`config.mk`:
```
export PLATFORM = sky130hd
export DESIGN_NAME = serial_word_tx
export DESIGN_NICKNAME = d
export VERILOG_FILES = /design/src/rtl/serial_word_tx.sv
export SDC_FILE = /design/constraint.sdc
export NUM_CORES = 1
export LEC_CHECK = 0
export BUFFER_PORTS_ARGS = -buffer_cell sky130_fd_sc_hd__buf_2
export CAP_MARGIN = 10
export CORE_UTILIZATION = 57
export DETAILED_ROUTE_END_ITERATION = 8
export MAX_ROUTING_LAYER = met4
export PLACE_DENSITY = 0.94
export REMOVE_ABC_BUFFERS = 1
export SYNTH_ARGS = -nofsm -noshare
export SYNTH_HDL_FRONTEND = slang
export SYNTH_SLANG_ARGS = --single-unit
```
`constraint.sdc`:
```
create_clock -name clock -period 4.06 [get_ports clock]
set_clock_uncertainty 0.15 [all_clocks]
set_input_delay 0.609 -clock clock [delete_from_list [all_inputs] [get_ports clock]]
set_output_delay 0.609 -clock clock [all_outputs]
set_load 0.05 [all_outputs]
```
`src/rtl/serial_word_tx.sv`:
```
// rtl/serial_word_tx.sv - parallel-to-serial LSB-first word transmitter with idle gap
//
// Purpose:
//   Accepts a WIDTH-bit word through a ready/load handshake and shifts it
//   out on the single-bit line x, LSB first, one bit per clock. Shifting can
//   be stalled with hold. After the last bit the line is forced low for
//   GAP_CYCLES cycles before the next word can be taken. The popcount of
//   every accepted word is reported on ones_count.
//
// Parameters:
//   WIDTH       bits per word (>= 2)
//   GAP_CYCLES  forced idle cycles after each word (0 allowed)
//
// Ports:
//   clock       rising-edge clock
//   n_reset     asynchronous active-low reset
//   load        request to accept data (honoured only while ready=1)
//   data        word to transmit, sampled on the accepting edge
//   hold        stall; freezes shifting while in SHIFT
//   ready       high only in IDLE (state decode)
//   x           registered serial data line
//   busy        high in SHIFT and GAP (state decode)
//   done        registered one-cycle pulse after the last bit leaves
//   ones_count  registered popcount of the last accepted word

module serial_word_tx #(
  parameter int WIDTH      = 8,
  parameter int GAP_CYCLES = 1
) (
  input  logic                       clock,
  input  logic                       n_reset,
  input  logic                       load,
  input  logic [WIDTH-1:0]           data,
  input  logic                       hold,
  output logic                       ready,
  output logic                       x,
  output logic                       busy,
  output logic                       done,
  output logic [$clog2(WIDTH+1)-1:0] ones_count
);

  localparam int CW = $clog2(WIDTH + 1);
  localparam int BW = $clog2(WIDTH);
  // A zero or one-cycle gap still needs a 1-bit counter to keep widths legal.
  localparam int GW = (GAP_CYCLES > 1) ? $clog2(GAP_CYCLES) : 1;

  localparam logic [BW-1:0] BIT_LAST = BW'(WIDTH - 1);
  localparam logic [GW-1:0] GAP_LAST = GW'((GAP_CYCLES > 0) ? (GAP_CYCLES - 1) : 0);

  localparam logic [1:0] S_IDLE  = 2'd0;
  localparam logic [1:0] S_SHIFT = 2'd1;
  localparam logic [1:0] S_GAP   = 2'd2;

  logic [1:0]       state;
  logic [WIDTH-1:0] sreg;
  logic [WIDTH-1:0] sreg_shifted;
  logic [BW-1:0]    bit_cnt;
  logic [GW-1:0]    gap_cnt;
  logic [CW-1:0]    data_ones;

  assign ready        = (state == S_IDLE);
  assign busy         = (state == S_SHIFT) || (state == S_GAP);
  assign sreg_shifted = sreg >> 1;

  always_comb begin
    data_ones = '0;
    for (int i = 0; i < WIDTH; i++) begin
      data_ones = data_ones + CW'(data[i]);
    end
  end

  // x is registered so that it always equals bit 0 of the shift register
  // while in SHIFT; it is loaded with the same value the register takes.
  always_ff @(posedge clock or negedge n_reset) begin
    if (!n_reset) begin
      state      <= S_IDLE;
      sreg       <= '0;
      bit_cnt    <= '0;
      gap_cnt    <= '0;
      x          <= 1'b0;
      done       <= 1'b0;
      ones_count <= '0;
    end else begin
      done <= 1'b0;
      case (state)
        S_IDLE: begin
          x <= 1'b0;
          if (load) begin
            state      <= S_SHIFT;
            sreg       <= data;
            bit_cnt    <= '0;
            ones_count <= data_ones;
            x          <= data[0];
          end
        end

        S_SHIFT: begin
          if (!hold) begin
            sreg <= sreg_shifted;
            if (bit_cnt == BIT_LAST) begin
              // Final bit has been on the line for its cycle: drop x,
              // flag done and go idle directly when no gap is configured.
              bit_cnt <= '0;
              gap_cnt <= '0;
              x       <= 1'b0;
              done    <= 1'b1;
              state   <= (GAP_CYCLES > 0) ? S_GAP : S_IDLE;
            end else begin
              bit_cnt <= bit_cnt + 1'b1;
              x       <= sreg_shifted[0];
            end
          end
        end

        S_GAP: begin
          x <= 1'b0;
          if (gap_cnt == GAP_LAST) begin
            state <= S_IDLE;
          end else begin
            gap_cnt <= gap_cnt + 1'b1;
          end
        end

        default: begin
          state <= S_IDLE;
          x     <= 1'b0;
        end
      endcase
    end
  end

endmodule
```
# After elaboration in Yosys (flattened, before gate mapping)

Cells that the tools add are included.
Widths: inputs -> output; s select.

Flip-flop bits (word level): 20
Input bits: 12
Logic and storage cells: 54

Add/subtract/negate cells: 9
Equality and inequality tests: 7
Multiplexer cells: 23
Reduce and logical (&&, ||, !) cells: 8

Operators with widths:

| operator            | number |
|---|---|
| $add 4x1->4         | 4 |
| $mux 8              | 2 |
| $pmux 8 s2          | 1 |
| $mux 1              | 9 |
| $mux 3              | 3 |
| $mux 2              | 4 |
| $ne 2x2->1 const B  | 3 |
| $pmux 2 s3          | 1 |
| $pmux 3 s2          | 1 |
| $reduce_and 3->1    | 2 |
| $add 3x1->4         | 1 |
| $pmux 1 s2          | 2 |
| $reduce_and 4->1    | 1 |
| $reduce_bool 2->1   | 2 |
| $add 2x1->3         | 1 |
| $add 3x1->3 const B | 1 |
| $eq 3x3->1 const B  | 1 |
| $add 1x1->2         | 1 |
| $eq 2x1->1 const B  | 1 |
| $eq 2x2->1 const B  | 1 |
| $logic_not 2->1     | 1 |
| $ne 2x1->1 const B  | 1 |
| $reduce_and 2->1    | 1 |
| $add 1x1->1 const B | 1 |
| $logic_or 1x1->1    | 1 |

# Logic depth before layout (Yosys ltp)

Depth after elaboration: 7
Depth in mapped cells: 10
Depth with buffers taken out: 10

# Worst setup path after synthesis

No wires, ideal clock.

Path type: input -> register
Start point: input port data[0]
End point: register ones_count[2]
Data arrival time: 2.921 ns
Required time: 3.826 ns
Setup slack: 0.906 ns
Stages: 10
Buffers on the path: 0
Cells stage by stage: fa_1 inv_1 fa_1 fa_1 inv_1 ha_1 inv_1 fa_1 xor2_1 o21ai_0

Word-level cells in the longest chain between the ends: 7

RTL lines:

| item                      | RTL line | source |
|---|---|---|
| from (decl)               | 33       | `input logic [WIDTH-1:0] data,` |
| $add 1x1->2               | 68       | `data_ones = data_ones + CW'(data[i]);` |
| $add 2x1->3               | 68       |  |
| $add 3x1->4               | 68       |  |
| $add 4x1->4 (4 in series) | 68       |  |
| to (signal assigned)      | 92       | `ones_count <= data_ones;` |
| to (decl)                 | 39       | `output logic [$clog2(WIDTH+1)-1:0] ones_count` |

Every way passes these cells.
A chain may end at the register's enable or synchronous reset.

# Final worst setup path

Ends and elaborated chain as after synthesis.

==> impl_metrics.env <==
export IMPL_insertion_delay_ns=0.30
export IMPL_die_x_um=44.8
export IMPL_tightest_slew_ns=0.664
export IMPL_grt_usage_pct=21.4
export IMPL_synth_cell_type_count=25
export IMPL_startpoint_type="input port"
export IMPL_grt_setup_unrepaired="false"
export IMPL_max_slew_margin_pct=55.7
export IMPL_vias=752
export IMPL_dieArea_um2=2000
export IMPL_drt_iter0_markers=6
export IMPL_pin_count=20
export IMPL_syn_inst=95
export IMPL_clock_tree_buffer_depth=2
export IMPL_port_buffers=19
export IMPL_synthTopCellsByArea="dfrtp_1 43%, mux2_2 13%, ha_1 8.4%"
export IMPL_synth_compound_area_share_pct=9.72
export IMPL_drtPass1Iterations=6
export IMPL_dieHeight_um=44.8
export IMPL_synth_edf_count=0
export IMPL_final_nets=140
export IMPL_grt_max_degree=19
export IMPL_cp_required_ns=4.14
export IMPL_areaGrowthSynthToFinish_pct=14.5
export IMPL_ys_warn_count=0
export IMPL_crit_path_max_fanout=2
export IMPL_first_global_vias=700
export IMPL_vdd_drop_max_mv=0.498
export IMPL_post_route_period_util_pct=76.3
export IMPL_cap_violations=0
export IMPL_row_count=15
export IMPL_n_antenna_cell=0
export IMPL_clk_pin_slew_ns=0.10
export IMPL_wire_per_inst_um=13.0
export IMPL_syn_cell_area_um2=1040
export IMPL_ys_seq_area_share_pct=43.2
export IMPL_worst_ep_arrival_time_ns=3.17
export IMPL_dp_hpwl_mm=1.44
export IMPL_pre_cts_slack_ns=0.624
export IMPL_holdWs_ns=0.0645
export IMPL_cts_num_sinks=18
export IMPL_p_leak_nw=0.601
export IMPL_avgSynthCellArea_um2=11.0
export IMPL_yosys_area_share_adder_pct=16.1
export IMPL_ctsHtreeMaxLevel=1
export IMPL_drc_errors=0
export IMPL_endpoint_kind="register"
export IMPL_worst_setup_path_type="input port to register"
export IMPL_synthSimpleGateAreaFrac_pct=9.72
export IMPL_tns_ns=0
export IMPL_slew_viol_final=0
export IMPL_drive_gt1_share_pct=32.8
export IMPL_coreArea_um2=1730
export IMPL_hold_viol_final=0
export IMPL_synthXorXnorAreaFrac_pct=0.840
export IMPL_fin_crit_ns=3.10
export IMPL_grt_pass1_wl_mm=2.90
export IMPL_grt_overflow_total=0
export IMPL_p_per_area_nw_per_um2=748
export IMPL_cts_repair_resized=0
export IMPL_synth_area_leader_cell="dfrtp_1"
export IMPL_ys_flop_type="dfrtp_1"
export IMPL_hp_class="input port to asynchronous set/reset pin"
export IMPL_rrSetupSlack_ns=1.67
export IMPL_cts_buffers=3
export IMPL_nFillCells=146
export IMPL_postCtsSetupBuffers=0
export IMPL_synth_most_common_cell="dfrtp_1"
export IMPL_fmax_ghz=0.323
export IMPL_gp_congestion=0.826
export IMPL_hold_buffers=0
export IMPL_synth_mux_area_fraction_pct=13.9
export IMPL_synth_seq_cells=18
export IMPL_start_util_pct=60.4
export IMPL_via_per_inst=5.33
export IMPL_synth_top_family_by_area="adder cells"
export IMPL_status="finished clean"
export IMPL_async_flop_share_pct=100
export IMPL_setup_slack_ns=0.962
export IMPL_drt_total_wl_mm=1.84
export IMPL_synth_top_area_share_pct=43.2
export IMPL_postRouteAntennaNets=0
export IMPL_cts_root_buf="clkbuf_4"
export IMPL_setup_viol=0
export IMPL_antenna_found_initial=0
export IMPL_yosys_top_cells_count="18 x dfrtp_1, 15 x inv_1, 12 x mux2_2"
export IMPL_cts_tree="done"
-- state kept, by name (all words and copies together) (netlist names) --
signal	flops
sreg	7
x	1
bit_cnt	3
done	1
ones_count	4
state	2
-- cell type report --
type                       count  area, um2  share of cell area, %
clock buffer                   4       36.3                   3.04
timing repair buffer          19       95.1                   7.97
sequential                    18        450                   37.7
tap                           25       31.3                   2.62
multi-input combinational     60        524                   43.9
inverter                      15       56.3                   4.72
-- cells in the final DEF (no fill, tap or decap), types with 2 or more instances in the layout --
| cell | count |
|---|---|
| buf_2 | 19 |
| inv_1 | 15 |
| mux2_2 | 12 |
| fa_1 | 4 |
| nand3_1 | 2 |
| dfrtp_1 | 18 |
| ha_1 | 7 |
| o21ai_0 | 8 |
| nand2_1 | 9 |
| clkbuf_4 | 3 |
| a21oi_1 | 2 |
| nor2_1 | 3 |
-- metal layers --
| metal | vias to the layer above | routed length [um] | GRT usage [%] |
|---|---|---|---|
| li1 | 353 | - | - |
| met1 | 364 | 797 | 24.9 |
| met2 | 29 | 934 | 36.8 |
| met3 | 6 | 67 | 3.60 |
| met4 | 0 | 38 | 9.09 |
| met5 | - | 0 | - |
-- through the flow --
step / area [um2] / instances / total power, mW / util, %
2_1_floorplan: 1030 / 93 / 0.679 / -
3_3_place_gp: 1160 / 137 / 0.756 / 67.0
3_5_place_dp: 1160 / 137 / 0.785 / 67.0
4_1_cts: 1190 / 141 / 0.897 / 69.1
5_1_grt: 1190 / 141 / 0.952 / 69.1
6_report: 1190 / 141 / 0.893 / 69.1
-- critical path: stages --
cell,delay [ns]
buf_2,0.12
fa_1,0.54
inv_1,0.06
fa_1,0.49
fa_1,0.41
inv_1,0.07
ha_1,0.16
inv_1,0.05
fa_1,0.37
xor2_1,0.14
o21ai_0,0.15
-- power breakdown --
part	switching [mW]	total, mW	internal, mW
clock network	0.0587	0.114	0.0548
logic	0.292	0.482	0.190
registers	0.0420	0.297	0.255
-- worst paths after layout --
check / from / end / cells past startpoint
max: data[0] / ones_count[2] / 11
min: n_reset / ones_count[1] / 1
max reg2reg: state[1] / sreg[5] / 5
min reg2reg: ones_count[3] / ones_count[3] / 2
max in group asynchronous: n_reset / ones_count[0] / 1
min in group clock: ones_count[3] / ones_count[3] / 2
-- cell families after synthesis --
| group | count (synthesis) |
|---|---|
| AND/OR/NAND/NOR | 20 |
| adder cells (fa/ha/maj) | 11 |
| buffers and inverters | 17 |
| flip-flops | 18 |
| AO/OA/AOI/OAI | 15 |
| multiplexers | 13 |
| XOR/XNOR | 1 |
Note: power is estimated with default switching activity, not from simulation.
